$ cat config.mk
export PLATFORM = sky130hd
export DESIGN_NAME = mem_access_unit
export DESIGN_NICKNAME = d
export VERILOG_FILES = /design/src/rtl/mem_access_unit.sv
export SDC_FILE = /design/constraint.sdc
export NUM_CORES = 1
export LEC_CHECK = 0
export ABC_CLOCK_PERIOD_IN_PS = 2900
export BUFFER_PORTS_ARGS = -buffer_cell sky130_fd_sc_hd__clkbuf_2
export CAP_MARGIN = 40
export CORE_MARGIN = 2
export CORE_UTILIZATION = 45
export CTS_CLUSTER_SIZE = 20
export DETAILED_ROUTE_END_ITERATION = 10
export HOLD_SLACK_MARGIN = 0.05
export PLACE_DENSITY = 0.9
export SYNTH_ARGS = -nofsm -noshare
export SYNTH_HDL_FRONTEND = slang
export SYNTH_SLANG_ARGS = --single-unit
export TNS_END_PERCENT = 50
$ cat constraint.sdc
create_clock -name i_Clk -period 2.9 [get_ports i_Clk]
set_clock_uncertainty 0.05 [all_clocks]
set_input_delay 0.58 -clock i_Clk [delete_from_list [all_inputs] [get_ports i_Clk]]
set_output_delay 0.58 -clock i_Clk [all_outputs]
set_load 0.005 [all_outputs]
$ cat src/rtl/mem_access_unit.sv
// LC-3 memory-access stage: MARMUX, MAR/MDR, memory handshake FSM producing R,
// and the memory-mapped keyboard/display registers.
module mem_access_unit #(
    parameter logic [15:0] KBSR_ADDR = 16'hFE00,
    parameter logic [15:0] KBDR_ADDR = 16'hFE02,
    parameter logic [15:0] DSR_ADDR  = 16'hFE04,
    parameter logic [15:0] DDR_ADDR  = 16'hFE06
) (
    input  logic        i_Clk,
    input  logic        i_Rst_n,
    input  logic        i_MarMuxControl,
    input  logic [15:0] i_AdderMuxs,
    input  logic [7:0]  i_IR_7_0,
    output logic [15:0] o_MarMux_Out,
    input  logic [15:0] i_Bus,
    input  logic        i_LD_MAR,
    input  logic        i_LD_MDR,
    input  logic        i_MIO_EN,
    input  logic        i_R_W,
    output logic        o_R,
    output logic [15:0] o_MAR,
    output logic [15:0] o_MDR,
    output logic        o_Mem_Req,
    output logic        o_Mem_We,
    output logic [15:0] o_Mem_Addr,
    output logic [15:0] o_Mem_WData,
    input  logic        i_Mem_Ack,
    input  logic [15:0] i_Mem_RData,
    input  logic        i_KB_Valid,
    input  logic [7:0]  i_KB_Data,
    output logic        o_Disp_Valid,
    output logic [7:0]  o_Disp_Data,
    input  logic        i_Disp_Ready
);

    typedef enum logic [1:0] {ST_IDLE, ST_MEM, ST_DONE} state_e;

    state_e      state_q, state_d;
    logic        rw_q, rw_d;
    logic [15:0] mar_q, mar_d;
    logic [15:0] mdr_q, mdr_d;
    logic        kbsr_q, kbsr_d;
    logic [7:0]  kbdr_q, kbdr_d;
    logic        disp_valid_q, disp_valid_d;
    logic [7:0]  disp_data_q, disp_data_d;

    logic        start;
    logic        is_io;
    logic        io_rd;
    logic        io_wr;
    logic        kbdr_rd;
    logic [15:0] io_rdata;

    assign o_MarMux_Out = i_MarMuxControl ? i_AdderMuxs : {8'h00, i_IR_7_0};

    // I/O accesses are resolved entirely on the start edge; only RAM goes to MEM.
    assign start   = (state_q == ST_IDLE) && i_MIO_EN;
    assign is_io   = (mar_q == KBSR_ADDR) || (mar_q == KBDR_ADDR) ||
                     (mar_q == DSR_ADDR)  || (mar_q == DDR_ADDR);
    assign io_rd   = start && is_io && !i_R_W && i_LD_MDR;
    assign io_wr   = start && is_io && i_R_W;
    assign kbdr_rd = io_rd && (mar_q == KBDR_ADDR);

    always_comb begin
        io_rdata = 16'h0000;
        if (mar_q == KBSR_ADDR)      io_rdata = {kbsr_q, 15'b0};
        else if (mar_q == KBDR_ADDR) io_rdata = {8'h00, kbdr_q};
        else if (mar_q == DSR_ADDR)  io_rdata = {~disp_valid_q, 15'b0};
    end

    // NOTE: every always_comb target gets a default first so no path leaves it unassigned (no latches).
    always_comb begin
        state_d      = state_q;
        rw_d         = rw_q;
        mar_d        = mar_q;
        mdr_d        = mdr_q;
        kbsr_d       = kbsr_q;
        kbdr_d       = kbdr_q;
        disp_valid_d = disp_valid_q;
        disp_data_d  = disp_data_q;

        case (state_q)
            ST_IDLE: begin
                if (i_MIO_EN) begin
                    rw_d    = i_R_W;
                    state_d = is_io ? ST_DONE : ST_MEM;
                    if (io_rd) mdr_d = io_rdata;
                end else begin
                    if (i_LD_MAR) mar_d = i_Bus;
                    if (i_LD_MDR) mdr_d = i_Bus;
                end
            end
            ST_MEM: begin
                if (i_Mem_Ack) begin
                    state_d = ST_DONE;
                    if (!rw_q && i_LD_MDR) mdr_d = i_Mem_RData;
                end
            end
            ST_DONE: state_d = ST_IDLE;
            default: state_d = ST_IDLE;
        endcase

        // A KBDR read frees the buffer on the same edge, so a coincident key is still captured.
        if (i_KB_Valid && (!kbsr_q || kbdr_rd)) begin
            kbsr_d = 1'b1;
            kbdr_d = i_KB_Data;
        end else if (kbdr_rd) begin
            kbsr_d = 1'b0;
        end

        if (disp_valid_q && i_Disp_Ready) disp_valid_d = 1'b0;
        if (io_wr && (mar_q == DDR_ADDR) && !disp_valid_q) begin
            disp_valid_d = 1'b1;
            disp_data_d  = mdr_q[7:0];
        end
    end

    // NOTE: state registers use non-blocking assignments so all flops update together at the edge.
    always_ff @(posedge i_Clk or negedge i_Rst_n) begin
        if (!i_Rst_n) begin
            state_q      <= ST_IDLE;
            rw_q         <= 1'b0;
            mar_q        <= 16'h0000;
            mdr_q        <= 16'h0000;
            kbsr_q       <= 1'b0;
            kbdr_q       <= 8'h00;
            disp_valid_q <= 1'b0;
            disp_data_q  <= 8'h00;
        end else begin
            state_q      <= state_d;
            rw_q         <= rw_d;
            mar_q        <= mar_d;
            mdr_q        <= mdr_d;
            kbsr_q       <= kbsr_d;
            kbdr_q       <= kbdr_d;
            disp_valid_q <= disp_valid_d;
            disp_data_q  <= disp_data_d;
        end
    end

    assign o_R          = (state_q == ST_DONE);
    assign o_Mem_Req    = (state_q == ST_MEM);
    assign o_Mem_We     = (state_q == ST_MEM) && rw_q;
    assign o_Mem_Addr   = mar_q;
    assign o_Mem_WData  = mdr_q;
    assign o_MAR        = mar_q;
    assign o_MDR        = mdr_q;
    assign o_Disp_Valid = disp_valid_q;
    assign o_Disp_Data  = disp_data_q;

endmodule

==> results by group, run 1 <==
Run status
  – Status: complete, no violations

Detailed routing
  – DR vias/cell: 5.05
  – WL final: 7880 um
  – Metal3 WL: 646 um
  – Routed Antenna Nets: 0
  – WL met2: 4270 um
  – M1 WL: 2930 um
  – DRT iter0 DRCs: 119
  – First-pass DRT Iterations: 4
  – Total vias in the final route: 2359
  – Post-route DRC: 0
  – WL/cell: 16.9 um
  – Top Metal Used: met4

Die
  – Die area: 7240 sq um
  – Die X: 85.1 um
  – Chip Height: 85.1 um
  – Boundary pin count: 166
  – Cell row count: 29
  – Initial Utilization: 0.466
  – CORE AREA: 6350 sq um

Setup path
  – Critical Path RT: 3.09 ns
  – Crit path max fanout: 15
  – WS Path Type: reg2reg
  – CP max stage delay: 0.72 ns
  – Crit. End Element: register
  – CP Launch Type: register
  – Critical-path top delay cell: a311oi_4
  – Worst-path cell chain: nor4_4 -> nand4_4 -> a311oi_4 -> buf_4 -> mux2i_1
  – Crit path DAT: 2.61 ns
  – Crit-path leading delay family: compound AO/OA/AOI/OAI gates
  – Critical path buffers and inverters: 1

Timing
  – Slew Limit Fails: 0
  – Tmin final: 2.43 ns
  – Slew headroom: 0.477
  – Fmax: 412 MHz
  – Crit share post-route: 0.836
  – Final hold vios: 0
  – Worst-Margin Slew: 0.785 ns
  – Final setup violation count: 0
  – Min Hold Slack: 0.269 ns
  – Fin Setup TNS: 0 ns
  – RSZ-0062 raised after global routing: false

Synth
  – Avg Inst Size Synth: 11.6 sq um
  – Yosys top cell by area: dfrtp_1
  – YS warnings: 0
  – Synth top area share: 0.448
  – Post-synthesis sequential area ratio: 0.448
  – Synth area leaders: dfrtp_1 45%, mux2_2 18%, buf_4 8.1%
  – Yosys cell types: 32
  – Mapped Nets: 330
  – Ys async rst share: 1.00
  – Seq cells post-synth: 53
  – Synth Cell Area: 2960 sq um
  – Syn Inst Count: 256
  – Most used flip-flop cell after synthesis: dfrtp_1
  – Post-synth EDFFs: 0

Placed design
  – Routability cong.: 0.857
  – HPWL Detailed: 6460 um
  – Port Buffer Count: 165

Worst hold path
  – Hold Crit Class: in2async

Clocking
  – # hold bufs at CTS: 0
  – H-tree levels: 2
  – TritonCTS Buffers: 5
  – Clk Latency, worst-skew pair: 0.31 ns
  – Post-CTS Resized: 0
  – Clock sink total: 53
  – Clk slew on worst S/H paths: 0.10 ns
  – CTS tree: yes
  – CTS Root Cell: clkbuf_8
  – Deepest clock path buffer count: 2
  – Post-CTS setup buffer count: 0

Pwr
  – Leak: 1.94 nW
  – Pwr Density: 755 nW/um^2
  – Max rail drop VDD: 0.418 mV

Global route
  – Initial antenna violation count: 0
  – Grt total ovfl: 0
  – GRT Overall Usage: 0.217
  – Largest net degree at the start of global routing: 33
  – First-pass GRT wire length: 12100 um
  – Vias in the first global route: 2325

Cells and area
  – Diodes inserted: 0
  – Fin nets: 463
  – Commonest non-fill, non-tap cell in the layout: clkbuf_2
  – Layout cells sized above 1: 0.600
  – Synth-to-layout area growth: 25.8%
  – Most frequent cells in the layout: 165 x clkbuf_2, 53 x dfrtp_1, 46 x mux2_2
  – Post-layout util: 0.586

Flow run
  – Max-cap violations: 0
==> flip-flops by register name (all words and copies together) (netlist names) <==
| signal | count |
|---|---|
| o_MDR | 16 |
| kbsr_q | 1 |
| kbdr_q | 8 |
| rw_q | 1 |
| o_Disp_Valid | 1 |
| state_q | 2 |
| o_MAR | 16 |
| o_Disp_Data | 8 |
==> cells by family after synthesis <==
logic type	after synthesis	share of synthesized area
multiplexers	66	0.248
flip-flops	53	0.448
AO/OA/AOI/OAI	24	0.0537
AND/OR/NAND/NOR	57	0.132
buffers and inverters	56	0.118
==> cell type report <==
type / instances / area, sq um
Clock inverter: 3 / 25.0
Multi-Input combinational cell: 147 / 1290
Tap cell: 77 / 96.3
Clock buffer: 5 / 68.8
Sequential cell: 53 / 1330
Inverter: 11 / 41.3
Timing Repair Buffer: 171 / 871
Fill cell: 563 / 2630
==> metal layers <==
layer  track usage  up-vias
met1         0.256     1105
met3        0.0525        4
li1              -     1120
met2         0.402      130
met4        0.0390        0
met5             0        -
==> synthesized netlist by cell type (all sizes together) (3+ instances only) <==
master,instances
a21oi,9
and2,8
buf,39
clkbuf,6
dfrtp,53
inv,11
mux2,50
mux2i,16
nand2,4
nand2b,3
nand3,9
nor2,4
nor2b,11
nor3b,7
o21ai,12
==> worst paths after layout <==
path                                   to  slack (ns)  cells past startpoint      startpoint
setup / recovery                o_MDR[10]        0.47                      5        o_MAR[0]
hold / removal             o_Disp_Data[5]        0.27                      1         i_Rst_n
setup reg to reg                o_MDR[10]        0.47                      5        o_MAR[0]
hold reg to reg            o_Disp_Data[0]        0.46                      1  o_Disp_Data[0]
max in group asynchronous        o_MAR[5]        1.84                      2         i_Rst_n
min in group i_Clk           o_Disp_Valid        0.39                      2    i_Disp_Ready
==> metrics by stage <==
step / power [W] / setup WS (ns) / instances / instance area (sq um)
2_1_floorplan: 0.00201 / 0.827 / 256 / 2960
3_3_place_gp: 0.00236 / 0.549 / 459 / 3630
3_5_place_dp: 0.00240 / 0.483 / 459 / 3630
4_1_cts: 0.00284 / 0.458 / 467 / 3720
5_1_grt: 0.00299 / 0.348 / 467 / 3720
6_report: 0.00281 / 0.475 / 467 / 3720
==> power by group <==
group          leakage (nW)  total (W)  internal, W  switching (W)
Sequential            0.659    0.00124     0.000972       0.000266
Combinational          1.24    0.00113     0.000614       0.000515
Clock                0.0447   0.000440     0.000175       0.000265
(Power assumes the default switching activity.)
==> run 2, diff against run 1 <==
Settings changed: ABC_CLOCK_PERIOD_IN_PS 2900 to 2500.
Clock period 2.9 ns to 2.5 ns, I/O delays scaled along.
==> results by group, run 2 (same netlist as run 1, synthesis figures left out) <==
Clocking
  – Clock sink total: 53
  – # hold bufs at CTS: 0
  – TritonCTS Buffers: 5
  – CTS Root Cell: clkbuf_8
  – Clk Latency, worst-skew pair: 0.30 ns
  – Clk slew on worst S/H paths: 0.10 ns
  – CTS tree: yes
  – H-tree levels: 2
  – Post-CTS Resized: 0
  – Deepest clock path buffer count: 2
  – Post-CTS setup buffer count: 0

Die
  – CORE AREA: 6350 sq um
  – Die area: 7240 sq um
  – Die X: 85.1 um
  – Boundary pin count: 166
  – Initial Utilization: 0.466
  – Cell row count: 29
  – Chip Height: 85.1 um

Placed design
  – HPWL Detailed: 6420 um
  – Routability cong.: 0.857
  – Port Buffer Count: 165

Timing
  – Fin Setup TNS: 0 ns
  – Slew headroom: 0.641
  – Min Hold Slack: 0.106 ns
  – Tmin final: 2.32 ns
  – Worst-Margin Slew: 0.538 ns
  – Fmax: 431 MHz
  – RSZ-0062 raised after global routing: false
  – Crit share post-route: 0.927
  – Final setup violation count: 0
  – Slew Limit Fails: 0
  – Final hold vios: 0

Detailed routing
  – Post-route DRC: 0
  – First-pass DRT Iterations: 5
  – Routed Antenna Nets: 0
  – WL/cell: 16.7 um
  – WL final: 7830 um
  – DR vias/cell: 5.15
  – DRT iter0 DRCs: 109
  – Total vias in the final route: 2420

Pwr
  – Max rail drop VDD: 0.512 mV
  – Leak: 1.97 nW
  – Power, Total: 0.00335 W
  – Pwr Density: 891 nW/um^2

Cells and area
  – Layout cells sized above 1: 0.603
  – Post-layout util: 0.592
  – Synth-to-layout area growth: 27.2%
  – Most frequent cells in the layout: 165 x clkbuf_2, 53 x dfrtp_1, 46 x mux2_2
  – Diodes inserted: 0
  – Commonest non-fill, non-tap cell in the layout: clkbuf_2
  – Fin nets: 466

Global route
  – Vias in the first global route: 2440
  – GRT Overall Usage: 0.215
  – Grt total ovfl: 0
  – First-pass GRT wire length: 12300 um
  – Largest net degree at the start of global routing: 23
  – Initial antenna violation count: 0

Setup path
  – Crit. End Element: primary output
  – CP Launch Type: register
  – Crit path max fanout: 12
  – Crit path DAT: 1.77 ns
  – WS Path Type: reg2out
  – Critical Path RT: 1.95 ns

Flow run
  – Max-cap violations: 0

Worst hold path
  – Hold Crit Class: in2async

Run status
  – Status: complete, no violations
[run 2: cell types whose count changed in the layout (fill, tap and decap cells not counted), sizes merged]
cell / before / now
buf: 6 / 9
bufinv: 0 / 1
clkinvlp: 1 / 0
[run 2: cell type report]
cell class	count	area, sq um
Inverter	11	41.3
Fill cell	554	2590
Timing Repair Buffer	174	893
Clock buffer	5	68.8
Clock inverter	3	43.8
Sequential cell	53	1330
Multi-Input combinational cell	147	1290
Tap cell	77	96.3
[run 2: report_power, final]
group	internal [W]	switching, W
combinational	0.000723	0.000587
clock	0.000301	0.000294
sequential	0.00113	0.000318
[run 2: worst paths after layout]
path                           startpoint              to  slack (ns)  cells past startpoint
hold / removal                    i_Rst_n  o_Disp_Data[2]        0.11                      1
max in group asynchronous         i_Rst_n        o_MAR[5]        1.64                      2
min in group i_Clk           i_Disp_Ready    o_Disp_Valid        0.32                      2
hold reg to reg            o_Disp_Data[0]  o_Disp_Data[0]        0.47                      1
setup / recovery               state_q[1]        o_Mem_We        0.18                      4
setup reg to reg                 o_MAR[0]       o_MDR[15]        0.35                      5
[run 2: metrics by stage]
step,instance area [sq um],std cells,worst slack [ns]
after CTS,3760,470,0.165
after global routing,3760,470,0.0893
final,3760,470,0.182
after detailed placement,3650,462,0.353
after global placement,3650,462,0.374
after floorplan,2960,256,0.427
[run 2: critical path: stages, from the launching register on]
cell,delay [ns]
dfrtp_1,0.48
nand2b_1,0.41
buf_4,0.32
nor2_1,0.13
clkbuf_2,0.13
[run 2: metal layers]
metal,share of wire,global-route usage
met2,0.53,0.396
met5,0,0
met1,0.37,0.259
met3,0.080,0.0467
met4,0.011,0.0404
